[src/rtl/cache_control_pkg.sv]
// Shared types and sizing for the LC-3b 2-way write-back cache controller.
// Also holds the victim-selection rule used in IDLE.
package cache_control_pkg;

    localparam int NUM_SETS      = 8;
    localparam int SET_W         = $clog2(NUM_SETS);
    localparam int CNT_W         = 16;
    localparam int LC3B_NUM_SETS = NUM_SETS;

    typedef enum logic [1:0] {
        IDLE      = 2'd0,
        WRITEBACK = 2'd1,
        ALLOCATE  = 2'd2
    } lc3b_cache_state;

    // An empty way is always preferred over evicting; way 0 fills first.
    function automatic logic pick_victim(input logic valid0, input logic valid1,
                                         input logic lru_bit);
        if (!valid0)
            return 1'b0;
        else if (!valid1)
            return 1'b1;
        else
            return lru_bit;
    endfunction

endpackage

[src/rtl/cache_control_if.sv]
// CPU / datapath / physical-memory signal bundle seen by the cache controller.
// master = datapath and memory side, slave = cache_control.
interface cache_control_if;
    import cache_control_pkg::*;

    logic             mem_read;
    logic             mem_write;
    logic [SET_W-1:0] set;
    logic             hit0;
    logic             hit1;
    logic             valid0;
    logic             valid1;
    logic             dirty0;
    logic             dirty1;
    logic             pmem_resp;

    logic             mem_resp;
    logic             pmem_read;
    logic             pmem_write;
    logic             pmem_address_sel;
    logic             lru;
    logic             load_way0;
    logic             load_way1;
    logic             data_src_sel;
    logic             load_dirty0;
    logic             load_dirty1;
    logic             dirty_in;
    logic [CNT_W-1:0] hit_count;
    logic [CNT_W-1:0] miss_count;

    modport master (
        output mem_read, mem_write, set, hit0, hit1, valid0, valid1,
               dirty0, dirty1, pmem_resp,
        input  mem_resp, pmem_read, pmem_write, pmem_address_sel, lru,
               load_way0, load_way1, data_src_sel, load_dirty0, load_dirty1,
               dirty_in, hit_count, miss_count
    );

    modport slave (
        input  mem_read, mem_write, set, hit0, hit1, valid0, valid1,
               dirty0, dirty1, pmem_resp,
        output mem_resp, pmem_read, pmem_write, pmem_address_sel, lru,
               load_way0, load_way1, data_src_sel, load_dirty0, load_dirty1,
               dirty_in, hit_count, miss_count
    );

endinterface

[src/rtl/cache_control_lru_array.sv]
// Per-set LRU bit storage: one bit per set naming the way to evict next.
// Combinational read, registered write, synchronous active-low clear.
module cache_lru_array #(
    parameter int NUM_SETS = 8,
    parameter int SET_W    = 3
) (
    input  logic             clk,
    input  logic             rst_n,
    input  logic             we,
    input  logic [SET_W-1:0] waddr,
    input  logic             wdata,
    input  logic [SET_W-1:0] raddr,
    output logic             rdata
);

    logic [NUM_SETS-1:0] bits;

    always_ff @(posedge clk) begin
        if (!rst_n)
            bits <= '0;
        else if (we)
            bits[waddr] <= wdata;
    end

    assign rdata = bits[raddr];

endmodule

[src/rtl/cache_control.sv]
// Control FSM for the LC-3b 2-way set-associative write-back cache.
// Hits complete combinationally in IDLE; misses walk WRITEBACK/ALLOCATE then replay.
module cache_control
    import cache_control_pkg::*;
(
    input  logic          clk,
    input  logic          rst_n,
    cache_control_if.slave bus
);

    lc3b_cache_state  state;
    logic             victim_q;
    logic             replay_q;
    logic [CNT_W-1:0] hit_count;
    logic [CNT_W-1:0] miss_count;

    logic req;
    logic hit;
    logic hit_way;
    logic lru_rdata;
    logic lru_we;
    logic lru_wdata;
    logic victim;
    logic victim_valid;
    logic victim_dirty;

    assign req          = bus.mem_read | bus.mem_write;
    assign hit          = bus.hit0 | bus.hit1;
    assign hit_way      = bus.hit1;
    assign victim       = pick_victim(bus.valid0, bus.valid1, lru_rdata);
    assign victim_valid = victim ? bus.valid1 : bus.valid0;
    assign victim_dirty = victim ? bus.dirty1 : bus.dirty0;

    cache_lru_array #(
        .NUM_SETS (NUM_SETS),
        .SET_W    (SET_W)
    ) u_lru (
        .clk   (clk),
        .rst_n (rst_n),
        .we    (lru_we),
        .waddr (bus.set),
        .wdata (lru_wdata),
        .raddr (bus.set),
        .rdata (lru_rdata)
    );

    always_comb begin
        bus.mem_resp         = 1'b0;
        bus.pmem_read        = 1'b0;
        bus.pmem_write       = 1'b0;
        bus.pmem_address_sel = 1'b0;
        bus.lru              = 1'b0;
        bus.load_way0        = 1'b0;
        bus.load_way1        = 1'b0;
        bus.data_src_sel     = 1'b0;
        bus.load_dirty0      = 1'b0;
        bus.load_dirty1      = 1'b0;
        bus.dirty_in         = 1'b0;
        lru_we               = 1'b0;
        lru_wdata            = 1'b0;

        unique case (state)
            IDLE: begin
                bus.lru = victim;
                if (req && hit) begin
                    bus.mem_resp = 1'b1;
                    lru_we       = 1'b1;
                    lru_wdata    = ~hit_way;
                    // mem_write wins when both strobes are high
                    if (bus.mem_write) begin
                        bus.load_way0    = ~hit_way;
                        bus.load_way1    = hit_way;
                        bus.load_dirty0  = ~hit_way;
                        bus.load_dirty1  = hit_way;
                        bus.data_src_sel = 1'b1;
                        bus.dirty_in     = 1'b1;
                    end
                end
            end
            WRITEBACK: begin
                bus.pmem_write       = 1'b1;
                bus.pmem_address_sel = 1'b1;
                bus.lru              = victim_q;
            end
            ALLOCATE: begin
                bus.pmem_read = 1'b1;
                bus.lru       = victim_q;
                if (bus.pmem_resp) begin
                    bus.load_way0   = ~victim_q;
                    bus.load_way1   = victim_q;
                    bus.load_dirty0 = ~victim_q;
                    bus.load_dirty1 = victim_q;
                end
            end
            default: ;
        endcase
    end

    always_ff @(posedge clk) begin
        if (!rst_n) begin
            state      <= IDLE;
            victim_q   <= 1'b0;
            replay_q   <= 1'b0;
            hit_count  <= '0;
            miss_count <= '0;
        end else begin
            unique case (state)
                IDLE: begin
                    if (req && hit) begin
                        // the replayed access after a fill is not a first-try hit
                        if (replay_q)
                            replay_q <= 1'b0;
                        else if (hit_count != '1)
                            hit_count <= hit_count + 1'b1;
                    end else if (req) begin
                        victim_q <= victim;
                        if (miss_count != '1)
                            miss_count <= miss_count + 1'b1;
                        state <= (victim_valid && victim_dirty) ? WRITEBACK : ALLOCATE;
                    end
                end
                WRITEBACK: begin
                    if (bus.pmem_resp)
                        state <= ALLOCATE;
                end
                ALLOCATE: begin
                    if (bus.pmem_resp) begin
                        replay_q <= 1'b1;
                        state    <= IDLE;
                    end
                end
                default: state <= IDLE;
            endcase
        end
    end

    assign bus.hit_count  = hit_count;
    assign bus.miss_count = miss_count;

endmodule
[src/flat_wrapper.sv]
// flat-port wrapper written by rule: the top's interface ports become plain ports
module cache_control_flat import cache_control_pkg::*;
  (clk, rst_n, bus_mem_read, bus_mem_write, bus_set, bus_hit0, bus_hit1, bus_valid0, bus_valid1, bus_dirty0, bus_dirty1, bus_pmem_resp, bus_mem_resp, bus_pmem_read, bus_pmem_write, bus_pmem_address_sel, bus_lru, bus_load_way0, bus_load_way1, bus_data_src_sel, bus_load_dirty0, bus_load_dirty1, bus_dirty_in, bus_hit_count, bus_miss_count);
  cache_control_if bus_i ();
  input  logic clk;
  input  logic rst_n;
  input wire logic [$bits(bus_i.mem_read)-1:0] bus_mem_read;
  input wire logic [$bits(bus_i.mem_write)-1:0] bus_mem_write;
  input wire logic [$bits(bus_i.set)-1:0] bus_set;
  input wire logic [$bits(bus_i.hit0)-1:0] bus_hit0;
  input wire logic [$bits(bus_i.hit1)-1:0] bus_hit1;
  input wire logic [$bits(bus_i.valid0)-1:0] bus_valid0;
  input wire logic [$bits(bus_i.valid1)-1:0] bus_valid1;
  input wire logic [$bits(bus_i.dirty0)-1:0] bus_dirty0;
  input wire logic [$bits(bus_i.dirty1)-1:0] bus_dirty1;
  input wire logic [$bits(bus_i.pmem_resp)-1:0] bus_pmem_resp;
  output wire logic [$bits(bus_i.mem_resp)-1:0] bus_mem_resp;
  output wire logic [$bits(bus_i.pmem_read)-1:0] bus_pmem_read;
  output wire logic [$bits(bus_i.pmem_write)-1:0] bus_pmem_write;
  output wire logic [$bits(bus_i.pmem_address_sel)-1:0] bus_pmem_address_sel;
  output wire logic [$bits(bus_i.lru)-1:0] bus_lru;
  output wire logic [$bits(bus_i.load_way0)-1:0] bus_load_way0;
  output wire logic [$bits(bus_i.load_way1)-1:0] bus_load_way1;
  output wire logic [$bits(bus_i.data_src_sel)-1:0] bus_data_src_sel;
  output wire logic [$bits(bus_i.load_dirty0)-1:0] bus_load_dirty0;
  output wire logic [$bits(bus_i.load_dirty1)-1:0] bus_load_dirty1;
  output wire logic [$bits(bus_i.dirty_in)-1:0] bus_dirty_in;
  output wire logic [$bits(bus_i.hit_count)-1:0] bus_hit_count;
  output wire logic [$bits(bus_i.miss_count)-1:0] bus_miss_count;
  assign bus_i.mem_read = bus_mem_read;
  assign bus_i.mem_write = bus_mem_write;
  assign bus_i.set = bus_set;
  assign bus_i.hit0 = bus_hit0;
  assign bus_i.hit1 = bus_hit1;
  assign bus_i.valid0 = bus_valid0;
  assign bus_i.valid1 = bus_valid1;
  assign bus_i.dirty0 = bus_dirty0;
  assign bus_i.dirty1 = bus_dirty1;
  assign bus_i.pmem_resp = bus_pmem_resp;
  assign bus_mem_resp = bus_i.mem_resp;
  assign bus_pmem_read = bus_i.pmem_read;
  assign bus_pmem_write = bus_i.pmem_write;
  assign bus_pmem_address_sel = bus_i.pmem_address_sel;
  assign bus_lru = bus_i.lru;
  assign bus_load_way0 = bus_i.load_way0;
  assign bus_load_way1 = bus_i.load_way1;
  assign bus_data_src_sel = bus_i.data_src_sel;
  assign bus_load_dirty0 = bus_i.load_dirty0;
  assign bus_load_dirty1 = bus_i.load_dirty1;
  assign bus_dirty_in = bus_i.dirty_in;
  assign bus_hit_count = bus_i.hit_count;
  assign bus_miss_count = bus_i.miss_count;
  cache_control u_core (.clk(clk), .rst_n(rst_n), .bus(bus_i));
endmodule
[config.mk]
export PLATFORM = sky130hd
export DESIGN_NAME = cache_control_flat
export DESIGN_NICKNAME = d
export VERILOG_FILES = /design/src/rtl/cache_control_pkg.sv /design/src/rtl/cache_control_if.sv /design/src/rtl/cache_control_lru_array.sv /design/src/rtl/cache_control.sv /design/src/flat_wrapper.sv
export SDC_FILE = /design/constraint.sdc
export NUM_CORES = 1
export LEC_CHECK = 0
export CORE_ASPECT_RATIO = 2
export CORE_UTILIZATION = 53
export DETAILED_ROUTE_END_ITERATION = 6
export HOLD_SLACK_MARGIN = 0.1
export PLACE_DENSITY = 0.95
export SYNTH_ARGS = -nofsm -noshare
export SYNTH_HDL_FRONTEND = slang
export SYNTH_SLANG_ARGS = --single-unit
[constraint.sdc]
create_clock -name clk -period 6.1 [get_ports clk]
set_input_delay 1.22 -clock clk [delete_from_list [all_inputs] [get_ports clk]]
set_output_delay 1.22 -clock clk [all_outputs]
set_load 0.02 [all_outputs]
======== After elaboration in Yosys (flattened, before gate mapping) ========
Cells that the tools add are included.
cells by class
  add/sub/neg operators ................... 2
  $lt $le $gt $ge ......................... 2
  equal/unequal tests ..................... 9
  multiplexer cells ....................... 36
  bitwise logic cells ..................... 6
  reductions and logical operators ........ 11
operator list
  kind                                                                           count
  16-bit by 1-bit adder with 16-bit output (second input constant)               2
  16-bit != test (second input constant)                                         2
  1-bit 2-to-1 mux                                                               23
  4-bit AND reduction                                                            3
  2-bit 2-to-1 mux                                                               5
  8-bit bitwise mux                                                              1
  1-bit case mux with 2 select lines                                             4
  2-bit != test (second input constant)                                          3
  2-bit case mux with 3 select lines                                             1
  3-bit AND reduction                                                            2
  3-bit by 4-bit less-than comparator with 1-bit output (second input constant)  1
  2-bit by 1-bit != test with 1-bit output (second input constant)               2
  1-bit NOT                                                                      4
  1-bit binary-select mux with 3-bit select                                      1
  1-bit demux with 3-bit select                                                  1
  3-bit by 1-bit >= comparator with 1-bit output (second input constant)         1
  1-bit logical AND                                                              3
  2-bit by 1-bit == test with 1-bit output (second input constant)               1
  2-bit == test (second input constant)                                          1
  2-bit zero test                                                                1
  1-bit bitwise OR                                                               2
  2-bit nonzero test                                                             1
  2-bit OR reduction                                                             1
word-level totals
  register bits after elaboration ......... 44
  output and inout bits ................... 43
  logic and storage cells ................. 72

======== Longest topological paths before layout ========
Gate-level depths: netlist of run 1.
  word-level depth ........................ 10
  gate-level depth with buffers ........... 7

======== By module ========
Synthesis of run 1 repeated with hierarchy kept, for this count alone.
second synthesis, totals
  cell total of the unflattened synthesis .. 286
  area, all modules ....................... 2496.1 um^2
by module, submodules not included
  module           instances  cells an instance  area an instance (um^2)
  cache_control    1          250                2059.5
  cache_lru_array  1          36                 436.7

======== Least setup slack after synthesis of run 1 ========
No wires, ideal clock.
  kind .................................... input-to-output
  start point ............................. input bus_set[0]
  end point ............................... output bus_lru
  arrival time ............................ 2.624 ns
  required time ........................... 4.880 ns
  slack ................................... 2.256 ns
  cell stages on the path ................. 5
  path buffers ............................ 1
  path through ............................ clkbuf_1 mux4_2 a21boi_0 a22oi_1 nor2_1
on the way
  longest elaborated chain between the ends .. 5
RTL lines
  item                                       line                           RTL
  start: declaration                         flat_wrapper.sv:9              input wire logic [$bits(bus_i.set)-1:0] bus_set;
  1-bit binary-select mux with 3-bit select  cache_control_lru_array.sv:25  assign rdata = bits[raddr];
  1-bit 2-to-1 mux (not written as such)     cache_control_lru_array.sv:25
  1-bit 2-to-1 mux                           cache_control_pkg.sv:21        else if (!valid1)
  1-bit 2-to-1 mux                           cache_control_pkg.sv:19        if (!valid0)
  1-bit case mux with 2 select lines         cache_control.sv:62            unique case (state)
  end: declaration                           flat_wrapper.sv:21             output wire logic [$bits(bus_i.lru)-1:0] bus_lru;
No other way between the ends. The select of a mux whose other input is x is not followed.

======== Worst setup path in the final report of run 1 ========
  start point ............................. input bus_set[1]
  end point ............................... output bus_lru
The elaborated chain is that of the path after synthesis.

==> impl_metrics.tcl, run 1 <==
set metrics [dict create \
    grt_pass1_wl_mm 9.40 \
    clkLatencyLatePin_ns 0.31 \
    cts_post_setup_buffers_inserted 0 \
    clk_pin_slew_ns 0.07 \
    cts.htree.levels 2 \
    required_ns 4.88 \
    num_antenna_cells 0 \
    num_vias 2333 \
    skew_ns 0.0113 \
    antenna_found_initial 0 \
    status "completed" \
    wl_mm 6.11 \
    grt_pass1_vias 2172 \
    rows 34 \
    clockBufferDepth 2 \
    yosysWarnings 0 \
    crit_path_start_kind "primary input" \
    holdCritPathClass "reg -> reg" \
    final.setup.tns_ns 0 \
    dpl.hpwl_mm 4.29 \
    synth_ff_type "dfxtp_1" \
    p_per_area_mw_per_mm2 213 \
    numCtsBuffers 5 \
    slew_viol_final 0 \
    whs_ns 0.491 \
    postLayoutCoreUtil 0.709 \
    initial_core_util 0.551 \
    slew_headroom 0.443 \
    synth-seq-area-share 0.372 \
    die_h_um 96.5 \
    ios 57 \
    final_common_cell "clkdlybuf4s50_1" \
    cap_violations 0 \
    syn-cell-area_mm2 0.00237 \
    leakage_nw 1.07 \
    wl_per_cell_um 16.1 \
    synth_cell_types 51 \
    syn-num-nets 299 \
    fin_cells 380 \
    ant_nets 0 \
    arrival_ns 3.73 \
    synth_edf_count 0 \
    syn_to_final_growth_pct 28.8 \
    syn_inst 279 \
    tightest_slew_ns 0.835 \
    io_buffers 56 \
    power.total_uw 648 \
    drt_iter0_drc 107 \
    grtUsageTotal 0.258 \
    async_flop_share 0 \
    critPathMaxFanout 9 \
    post_cts_resized 0 \
    root_buffer "clkbuf_8" \
    cts_tree "done" \
    globalplace.congestion 0.856 \
    core_mm2 0.00430 \
    drive_gt1_frac 0.0521 \
    viasPerCell 6.14 \
    fmax_mhz 202 \
    overflow 0 \
    hold_violations 0 \
    period_share 0.811 \
    dr.pass1.iters 5 \
    dp_cells 373 \
    cts_num_sinks 44 \
    cts_hold_buf 0 \
    dieArea_mm2 0.00475 \
    nNetsFinal 346 \
    die_w_um 49.2 \
    fin_crit_ns 4.95 \
    worst_setup_path_end_kind "primary output" \
    avgSynthCellArea_um2 8.48 \
    setup_violations 0 \
    mostFrequentLayoutCells "56 x clkdlybuf4s50_1, 44 x dfxtp_1, 31 x nor2_1" \
    rsz0062_at_grt "false" \
    synth_seq_cells 44 \
    criticalPathCategory "in -> out" \
    ir_drop_uv 231 \
    drc 0 \
    grt_max_degree 24 \
]
==> synthesized netlist by cell type (2+ instances only) <==
cell type	number	area, um2
buf_4	5	37.5
and3_1	5	31.3
mux2i_1	7	70.1
and4_1	6	52.6
nor4_1	7	43.8
o21ai_1	2	10.0
nand2_1	22	82.6
o21ai_0	6	30.0
nand4_1	6	37.5
inv_1	7	26.3
nor3_1	3	15.0
a211oi_1	6	45.0
nor2_1	31	116
nand3_1	19	95.1
ha_1	6	75.1
dfxtp_1	44	881
xnor2_1	12	105
o31ai_1	8	60.1
clkbuf_1	11	41.3
nand2b_1	5	31.3
and2_1	2	12.5
or4_1	7	52.6
a21oi_1	16	80.1
o21bai_1	2	15.0
xor2_1	8	70.1
==> worst paths after layout <==
kind / start / endpoint / slack [ns] / depth (start not counted)
worst max register to register: u_core.state[1]$_SDFFE_PN0P_ / u_core.bus.hit_count[6]$_SDFFE_PN0P_ / 3.74 / 7
worst min register to register: u_core.u_lru.bits[3]$_SDFFE_PN0P_ / u_core.u_lru.bits[3]$_SDFFE_PN0P_ / 0.49 / 2
worst max-delay path: bus_set[1] / bus_lru / 1.15 / 7
worst min-delay path: u_core.u_lru.bits[3]$_SDFFE_PN0P_ / u_core.u_lru.bits[3]$_SDFFE_PN0P_ / 0.49 / 2
==> cell type report <==
class | instances | area (um2)
multi-input cells | 210 | 1370
fillers | 309 | 1250
flip-flops and latches | 44 | 881
repair buffers | 57 | 568
clock buffers | 5 | 68.8
well taps | 54 | 67.6
clock inverters | 2 | 60.1
inverters | 8 | 30.0
==> worst max-delay path, cell delays in order <==
cell and delay (ns):
clkdlybuf4s50_1 0.70, mux2i_1 0.13, mux4_2 0.52, a21boi_0 0.33, a22oi_1 0.11, nor2_1 0.11
clkdlybuf4s50_1 0.60
==> metal layers <==
layer  routed length, um  up-vias  track usage
li1                    -     1105            -
met1                2170     1098        0.245
met2                3400      105        0.497
met3                 351       25       0.0454
met4                 197        0        0.167
met5                   0        -            0
==> registers in the layout, summed over array words and instances (netlist names) <==
| signal | count |
|---|---|
| u_core.bus.hit_count | 16 |
| u_core.bus.miss_count | 16 |
| u_core.u_lru.bits | 8 |
| u_core.state | 2 |
| u_core.replay_q | 1 |
| u_core.victim_q | 1 |
==> power by group <==
group | internal, mW | switching [mW]
Clock | 0.161 | 0.101
Combinational | 0.0357 | 0.0509
Sequential | 0.293 | 0.00646
Total | 0.490 | 0.159
==> metrics by stage <==
stage | setup WS, ns | instance area [um2]
after floorplan | 2.26 | 2370
after global placement | 1.33 | 2920
after detailed placement | 1.22 | 2920
after CTS | 1.19 | 3050
after global routing | 1.00 | 3050
final | 1.15 | 3050
==> kinds of logic (layout without fill, tap and decap cells) <==
family                     after synthesis  count (layout)  share of synthesized area
adders and majority gates                6               6                     0.0317
AOI/OAI and AO/OA                       56              56                      0.161
and+or+nand+nor                        120             120                      0.273
DFF                                     44              44                      0.372
muxes                                    8               8                     0.0391
buffers and inverters                   25              72                     0.0481
xor gates and xnor gates                20              20                     0.0740
Note: power is estimated with default switching activity, not from simulation.
==> inputs of run 2 (changes only) <==
--- a/config.mk
+++ b/config.mk
@@ -6,10 +6,10 @@
 export NUM_CORES = 1
 export LEC_CHECK = 0
 export CORE_ASPECT_RATIO = 2
-export CORE_UTILIZATION = 53
+export CORE_UTILIZATION = 49
 export DETAILED_ROUTE_END_ITERATION = 6
 export HOLD_SLACK_MARGIN = 0.1
-export PLACE_DENSITY = 0.95
+export PLACE_DENSITY = 0.89
 export SYNTH_ARGS = -nofsm -noshare
 export SYNTH_HDL_FRONTEND = slang
 export SYNTH_SLANG_ARGS = --single-unit
==> constraint.sdc (replaced) <==
create_clock -name clk -period 4.8 [get_ports clk]
set_input_delay 0.96 -clock clk [delete_from_list [all_inputs] [get_ports clk]]
set_output_delay 0.96 -clock clk [all_outputs]
set_load 0.02 [all_outputs]
==> run 2 against run 1 <==
Compared with the run above:
- total power is 24% higher
- die area is 7.9% higher
- largest power group unchanged
- clock skew fell by 0.0059 ns
- routed wire length shrank 5.4%
- clock power is 19% higher
- via count decreased by 3.3%
- critical path type unchanged
- global-route usage fell by 1.1 points
- clock-buffer cell count grew 2
- register-to-register slack worse by 1.1 ns
- utilization shrank 4.5 points
- setup slack worse by 0.71 ns
- sequential share of layout area fell by 0.059 points
==> impl_metrics.tcl, run 2 (synthesis gave the netlist of run 1 again) <==
set metrics [dict create \
    status "completed" \
    cts_num_sinks 44 \
    critPathMaxFanout 9 \
    viasPerCell 5.89 \
    p_seq_frac 0.473 \
    fmax_mhz 230 \
    ir_drop_uv 301 \
    tightest_slew_ns 0.709 \
    p_int_uw 602 \
    clk_pin_slew_ns 0.08 \
    syn_to_final_growth_pct 29.0 \
    hold_violations 0 \
    rr_worst_depth 8 \
    root_buffer "clkbuf_8" \
    critPathSlowestCell "clkdlybuf4s50_1" \
    required_ns 3.84 \
    io_buffers 56 \
    combPwrFrac 0.136 \
    arrival_ns 3.39 \
    clockBufferDepth 2 \
    met3_usage 0.0545 \
    worst-path-buf-inv 2 \
    power.share.clock 0.390 \
    place_area_mm2 0.00293 \
    ios 57 \
    cts_hold_buf 0 \
    num_antenna_cells 0 \
    grtUsageTotal 0.247 \
    final_common_cell "clkdlybuf4s50_1" \
    setup_violations 0 \
    r2r_start "u_core.state[1]$_SDFFE_PN0P_" \
    cts_post_setup_buffers_inserted 0 \
    antenna_found_initial 0 \
    whs_ns 0.486 \
    dieArea_mm2 0.00513 \
    period_share 0.907 \
    cts_tree "done" \
    final_area_mm2 0.00305 \
    holdPathEnd "u_core.u_lru.bits[2]$_SDFFE_PN0P_" \
    clkLatencyLatePin_ns 0.31 \
    register_area_um2 881 \
    hold_start "u_core.u_lru.bits[2]$_SDFFE_PN0P_" \
    cp_common_cell "clkdlybuf4s50_1" \
    worst_setup_path_end_kind "primary output" \
    slew_viol_final 0 \
    grt_max_degree 26 \
    leakage_nw 1.08 \
    nNetsFinal 347 \
    reg2reg_slack_ns 2.65 \
    p_sw_frac 0.250 \
    dpl.hpwl_mm 4.22 \
    ant_nets 0 \
    initial_core_util 0.515 \
    power.total_uw 803 \
    rows 35 \
    postLayoutCoreUtil 0.664 \
    globalplace.congestion 0.909 \
    numCtsBuffers 5 \
    rsz0062_at_grt "false" \
    grt_pass1_wl_mm 9.61 \
    mostFrequentLayoutCells "56 x clkdlybuf4s50_1, 44 x dfxtp_1, 31 x nor2_1" \
    skew_ns 0.00541 \
    die_w_um 51.1 \
    drt_iter0_drc 52 \
    cap_violations 0 \
    reg2reg_to "u_core.bus.hit_count[6]$_SDFFE_PN0P_" \
    core_mm2 0.00460 \
    cts.htree.levels 2 \
    fin_crit_ns 4.35 \
    drc 0 \
    dr.pass1.iters 4 \
    p_per_area_mw_per_mm2 263 \
    wl_mm 5.78 \
    num_vias 2257 \
    final.setup.tns_ns 0 \
    critPathMaxStageDelay_ns 0.70 \
    cp_top_family "buffers and inverters" \
    switching_power_uw 201 \
    fillerInstances 386 \
    use_met2 0.460 \
    path_cells "clkdlybuf4s50_1, mux2i_1, mux4_2, a21boi_0, a22oi_1, nor2_1, clkdlybuf4s50_1" \
    criticalPathCategory "in -> out" \
    holdCritPathClass "reg -> reg" \
    use_met1 0.239 \
    post_cts_resized 0 \
    top_regs "u_core.bus.hit_count (16), u_core.bus.miss_count (16), u_core.u_lru.bits (8)" \
    multiInputGateArea_mm2 0.00137 \
    wl_per_cell_um 15.1 \
    die_h_um 100 \
    slew_headroom 0.526 \
    drive_gt1_frac 0.0579 \
    busiest_layer "met2" \
    crit_path_start_kind "primary input" \
    hold_path_depth 2 \
    grt_pass1_vias 2133 \
    overflow 0 \
]
-- run 2: cell types whose count changed in the layout (fill, tap and decap cells not counted) --
| cell | change |
|---|---|
| clkbuf_8 | +2 |
| buf_4 | +1 |
| bufinv_16 | -1 |
-- run 2: how the worst max path moves through the flow --
stage,slack [ns],from,to,cells past startpoint
final,0.45,bus_set[1],bus_lru,7
after global routing,0.28,bus_set[1],bus_lru,7
after CTS,0.47,bus_set[1],bus_lru,7
after detailed placement,0.45,bus_set[1],bus_lru,7
after global placement,0.55,bus_set[1],bus_lru,7
after floorplan,1.48,bus_set[0],bus_lru,5
-- run 2: stage by stage --
step / instances / setup slack [ns]
finish: 383 / 0.446
global placement: 375 / 0.548
global route: 383 / 0.280
floorplan: 279 / 1.48
detailed placement: 375 / 0.455
CTS: 383 / 0.475
-- run 2: tightest hold or removal path, cell delays in order (launching register included) --
cell,delay [ns]
dfxtp_1,0.32
o31ai_1,0.06
a21oi_1,0.06
-- run 2: power by group through the flow --
stage / logic (mW) / registers (mW) / clock network [mW]
finish: 0.109 / 0.380 / 0.313
global route: 0.119 / 0.381 / 0.327
CTS: 0.109 / 0.380 / 0.316
detailed placement: 0.108 / 0.388 / 0
global placement: 0.106 / 0.388 / 0
floorplan: 0.0606 / 0.391 / 0
-- run 2: cell type report --
cell class | instances | share of cell area
clock buffers | 7 | 0.0316
repair buffers | 58 | 0.189
inverters | 8 | 0.00984
multi-input cells | 210 | 0.449
well taps | 55 | 0.0225
flip-flops and latches | 44 | 0.289
clock inverters | 1 | 0.00984
-- run 2: per-layer routing --
| metal | wire length (um) | part of all wire | up-vias |
|---|---|---|---|
| li1 | - | - | 1114 |
| met2 | 3330 | 0.58 | 63 |
| met4 | 203 | 0.035 | 0 |
| met5 | 0 | 0 | - |
| met3 | 235 | 0.041 | 20 |
| met1 | 2020 | 0.35 | 1060 |
==> inputs of run 3 (changes only) <==
==> constraint.sdc (replaced) <==
create_clock -name clk -period 4.8 [get_ports clk]
set_input_delay 0.72 -clock clk [delete_from_list [all_inputs] [get_ports clk]]
set_output_delay 0.72 -clock clk [all_outputs]
set_load 0.02 [all_outputs]
==> run 3 against run 2 <==
Compared with the run above:
- hold slack better by 0.0037 ns
- non-clock buffer count stayed put
- clock skew is 0.0016 ns lower
- critical path depth stayed put
- cell count stayed put
- largest power group unchanged
- clock power is 23% lower
- register-to-register slack better by 0.03 ns
==> impl_metrics.tcl, run 3 (synthesis gave the netlist of run 1 again) <==
set metrics [dict create \
    dr.pass1.iters 4 \
    setup_ws_ns 0.942 \
    whs_ns 0.490 \
    place_area_mm2 0.00293 \
    root_buffer "clkbuf_8" \
    fin_crit_ns 3.86 \
    wl_mm 5.77 \
    die_h_um 100 \
    setup_violations 0 \
    numCtsBuffers 5 \
    period_share 0.804 \
    num_antenna_cells 0 \
    cts_post_setup_buffers_inserted 0 \
    slew_headroom 0.502 \
    fmax_mhz 259 \
    mostFrequentLayoutCells "56 x clkdlybuf4s50_1, 44 x dfxtp_1, 31 x nor2_1" \
    cp_top_family "buffers and inverters" \
    multiInputGateArea_mm2 0.00137 \
    hold_violations 0 \
    final_common_cell "clkdlybuf4s50_1" \
    syn_to_final_growth_pct 27.6 \
    status "completed" \
    clkLatencyLatePin_ns 0.29 \
    overflow 0 \
    top_regs "u_core.bus.hit_count (16), u_core.bus.miss_count (16), u_core.u_lru.bits (8)" \
    num_vias 2244 \
    p_per_area_mw_per_mm2 242 \
    register_area_um2 881 \
    critPathMaxStageDelay_ns 0.69 \
    clockBufferDepth 2 \
    required_ns 4.08 \
    drc 0 \
    final_area_mm2 0.00302 \
    globalplace.congestion 0.914 \
    die_w_um 51.1 \
    grtUsageTotal 0.242 \
    critPathSlowestCell "clkdlybuf4s50_1" \
    ios 57 \
    cap_violations 0 \
    cts_hold_buf 0 \
    post-place-ws_ns 0.941 \
    cts_tree "done" \
    dieArea_mm2 0.00513 \
    ir_drop_uv 289 \
    dpl.hpwl_mm 4.29 \
    rows 35 \
    cts.htree.levels 2 \
    fillerInstances 387 \
    critPathMaxFanout 9 \
    io_buffers 56 \
    cts_num_sinks 44 \
    drive_gt1_frac 0.0579 \
    path_cells "clkdlybuf4s50_1, mux2i_1, mux4_2, a21boi_0, a22oi_1, nor2_1, clkdlybuf4s50_1" \
    worst_setup_path_end_kind "primary output" \
    arrival_ns 3.14 \
    leakage_nw 1.06 \
    holdCritPathClass "reg -> reg" \
    nNetsFinal 347 \
    rsz0062_at_grt "false" \
    skew_ns 0.00379 \
    core_mm2 0.00460 \
    antenna_found_initial 0 \
    initial_core_util 0.515 \
    tightest_slew_ns 0.745 \
    grt_pass1_vias 2094 \
    clk_pin_slew_ns 0.08 \
    criticalPathCategory "in -> out" \
    drt_iter0_drc 29 \
    grt_max_degree 26 \
    ant_nets 0 \
    wl_per_cell_um 15.1 \
    final.setup.tns_ns 0 \
    viasPerCell 5.86 \
    cp_common_cell "clkdlybuf4s50_1" \
    slew_viol_final 0 \
    crit_path_start_kind "primary input" \
    grt_pass1_wl_mm 9.35 \
    postLayoutCoreUtil 0.657 \
    post_cts_resized 0 \
    worst-path-buf-inv 2 \
]
-- run 3: tightest hold or removal path: stages, from the launching register on --
cell and delay, ns:
dfxtp_1 0.32, o31ai_1 0.06, a21oi_1 0.06
-- run 3: final cells by class --
type | count | share of cell area
clock inverters | 2 | 0.00332
flip-flops and latches | 44 | 0.292
multi-input cells | 210 | 0.454
clock buffers | 6 | 0.0274
inverters | 8 | 0.00995
well taps | 55 | 0.0228
repair buffers | 58 | 0.191
-- run 3: metal layers --
layer,up-vias,track usage,share of wire
met5,-,0,0
met2,62,0.460,0.56
met4,0,0.137,0.034
li1,1102,-,-
met1,1063,0.235,0.37
met3,17,0.0348,0.034
-- run 3: path summary, 6_finish.rpt --
path	slack, ns	cells past startpoint	end	from
max	0.94	7	bus_lru	bus_set[1]
min	0.49	2	u_core.u_lru.bits[2]$_SDFFE_PN0P_	u_core.u_lru.bits[2]$_SDFFE_PN0P_
max reg2reg	2.68	8	u_core.bus.hit_count[14]$_SDFFE_PN0P_	u_core.state[1]$_SDFFE_PN0P_
min reg2reg	0.49	2	u_core.u_lru.bits[2]$_SDFFE_PN0P_	u_core.u_lru.bits[2]$_SDFFE_PN0P_
-- run 3: power by group --
part           switching [mW]  total (mW)  internal [mW]
registers             0.00759       0.379          0.372
logic                  0.0633       0.110         0.0469
clock network           0.125       0.240          0.115
total                   0.196       0.730          0.534
-- run 3: metrics by stage --
stage	std cells	total power, mW
CTS	383	0.734
global route	383	0.760
floorplan	279	0.452
detailed placement	375	0.496
finish	383	0.730
global placement	375	0.494
==> RTL change: new RTL, settings of run 3 <==
Reset style: asynchronous (`rst_n`), changed in 2 clocked blocks.
--- a/src/rtl/cache_control_lru_array.sv
+++ b/src/rtl/cache_control_lru_array.sv
@@ -17,3 +17,3 @@
 
-    always_ff @(posedge clk) begin
+    always_ff @(posedge clk or negedge rst_n) begin
         if (!rst_n)
--- a/src/rtl/cache_control.sv
+++ b/src/rtl/cache_control.sv
@@ -98,3 +98,3 @@
 
-    always_ff @(posedge clk) begin
+    always_ff @(posedge clk or negedge rst_n) begin
         if (!rst_n) begin
Function: differs if rst_n is asserted again (counterexample within 4 cycles, from zero or initial values and one cycle with rst_n low); with rst_n held inactive, the same outputs for 4 cycles.
==> RTL change against run 3 <==
First-iteration DRC count increased by 10%; die area increased by 0.87%; sequential cell count unchanged; critical path depth unchanged; synthesized area increased by 0.90%; sequential share of layout area increased by 6.6 points; final area increased by 2.0%; critical path type unchanged; synthesized cell count decreased by 16%; wire length decreased by 12%; final cell count decreased by 9.7%; setup slack improved by 350 ps; count of clock-buffer cells in the layout unchanged; largest cell class unchanged.
Power is not compared: it rests on default switching activity, and its combinational part moved more than twofold at a synthesized area within 25%.
==> RTL change: results (changes against run 3) <==
routed wl met3 201 um (+1.5%); Storage cell area 1100 um2 (+25%); min-delay src u_core.u_lru.bits[7]$_DFFE_PN0P_; GPL Wtd Cong 0.787 (-14%); ys flop type dfrtp_1; syn avg cell area 10.2 um2 (+21%); smallest hold slack 507 ps (+17.7 ps); Signal buffers 56 (-3.4%); drt total wl 5.10 mm (-12%); status finished clean; largest net degree at the start of global routing 45 (+73%); met2 WL post-DR 2.74 mm (-15%); commonest cells in the netlist dfrtp_1 (44), nand2_1 (23), xor2_1 (15), xnor2_1 (13), nand4_1 (11); register area share after synthesis 0.461 (+0.0889); crit share post-route 0.732 (-0.0720); peak per-stage delay on the critical path 610 ps (-80 ps); Syn Nets 253 (-15%); Synth Area in Compound Gates 0.115 (-0.0465); Final Skew 10.8 ps (+7.04 ps); Crit Path Max Fanout 10 (+1); Post-DP HPWL 3.82 mm (-11%); Synth cell types 45 (-12%); Multi-In Gates 172 (-18%); placed insts 338 (-9.9%); drt initial violations 32 (+10%); area occupied by multi-input gates 1210 um2 (-12%); Avg Vias per Cell 5.88 (+0.33%); ClkCell Share 0.0349 (+0.00426); Place WS 1310 ps (+371 ps); Final #Nets 310 (-11%); global-route usage over all layers 0.214 (-0.0281); CP arrival 2790 ps (-350 ps); flop-to-flop setup slack 2440 ps (-240 ps); Post-Synth XOR/XNOR Area 0.103 (+0.0287); FILL cells 388 (+0.26%); placed cell area 2970 um2 (+1.6%); first-pass GRT wire length 8.37 mm (-10%)
-- RTL change: cell count changes after synthesis, moves of 10 or more --
cell,run 3,this run
a21oi_1,16,6
nor2_1,31,8
dfxtp_1,44,0
nand3_1,19,9
dfrtp_1,0,44
clkbuf_1,11,1
-- RTL change: worst max-delay path: cells and delay by family --
kind	cells	cell delay (ps)
compound gates	3	440
buf+inv	3	1460
simple gates	1	180
-- RTL change: metal layers --
metal	track usage	up-vias
met5	0	-
met3	0.0332	16
li1	-	959
met4	0.135	0
met1	0.213	992
met2	0.394	67
-- RTL change: path summary, 6_finish.rpt --
path,to,depth (start not counted)
hold reg to reg,u_core.u_lru.bits[7]$_DFFE_PN0P_,2
max in group asynchronous,u_core.u_lru.bits[2]$_DFFE_PN0P_,1
setup reg to reg,u_core.bus.hit_count[1]$_DFFE_PN0P_,6
min in group asynchronous,u_core.bus.miss_count[11]$_DFFE_PN0P_,1
setup / recovery,bus_lru,7
hold / removal,u_core.u_lru.bits[7]$_DFFE_PN0P_,2
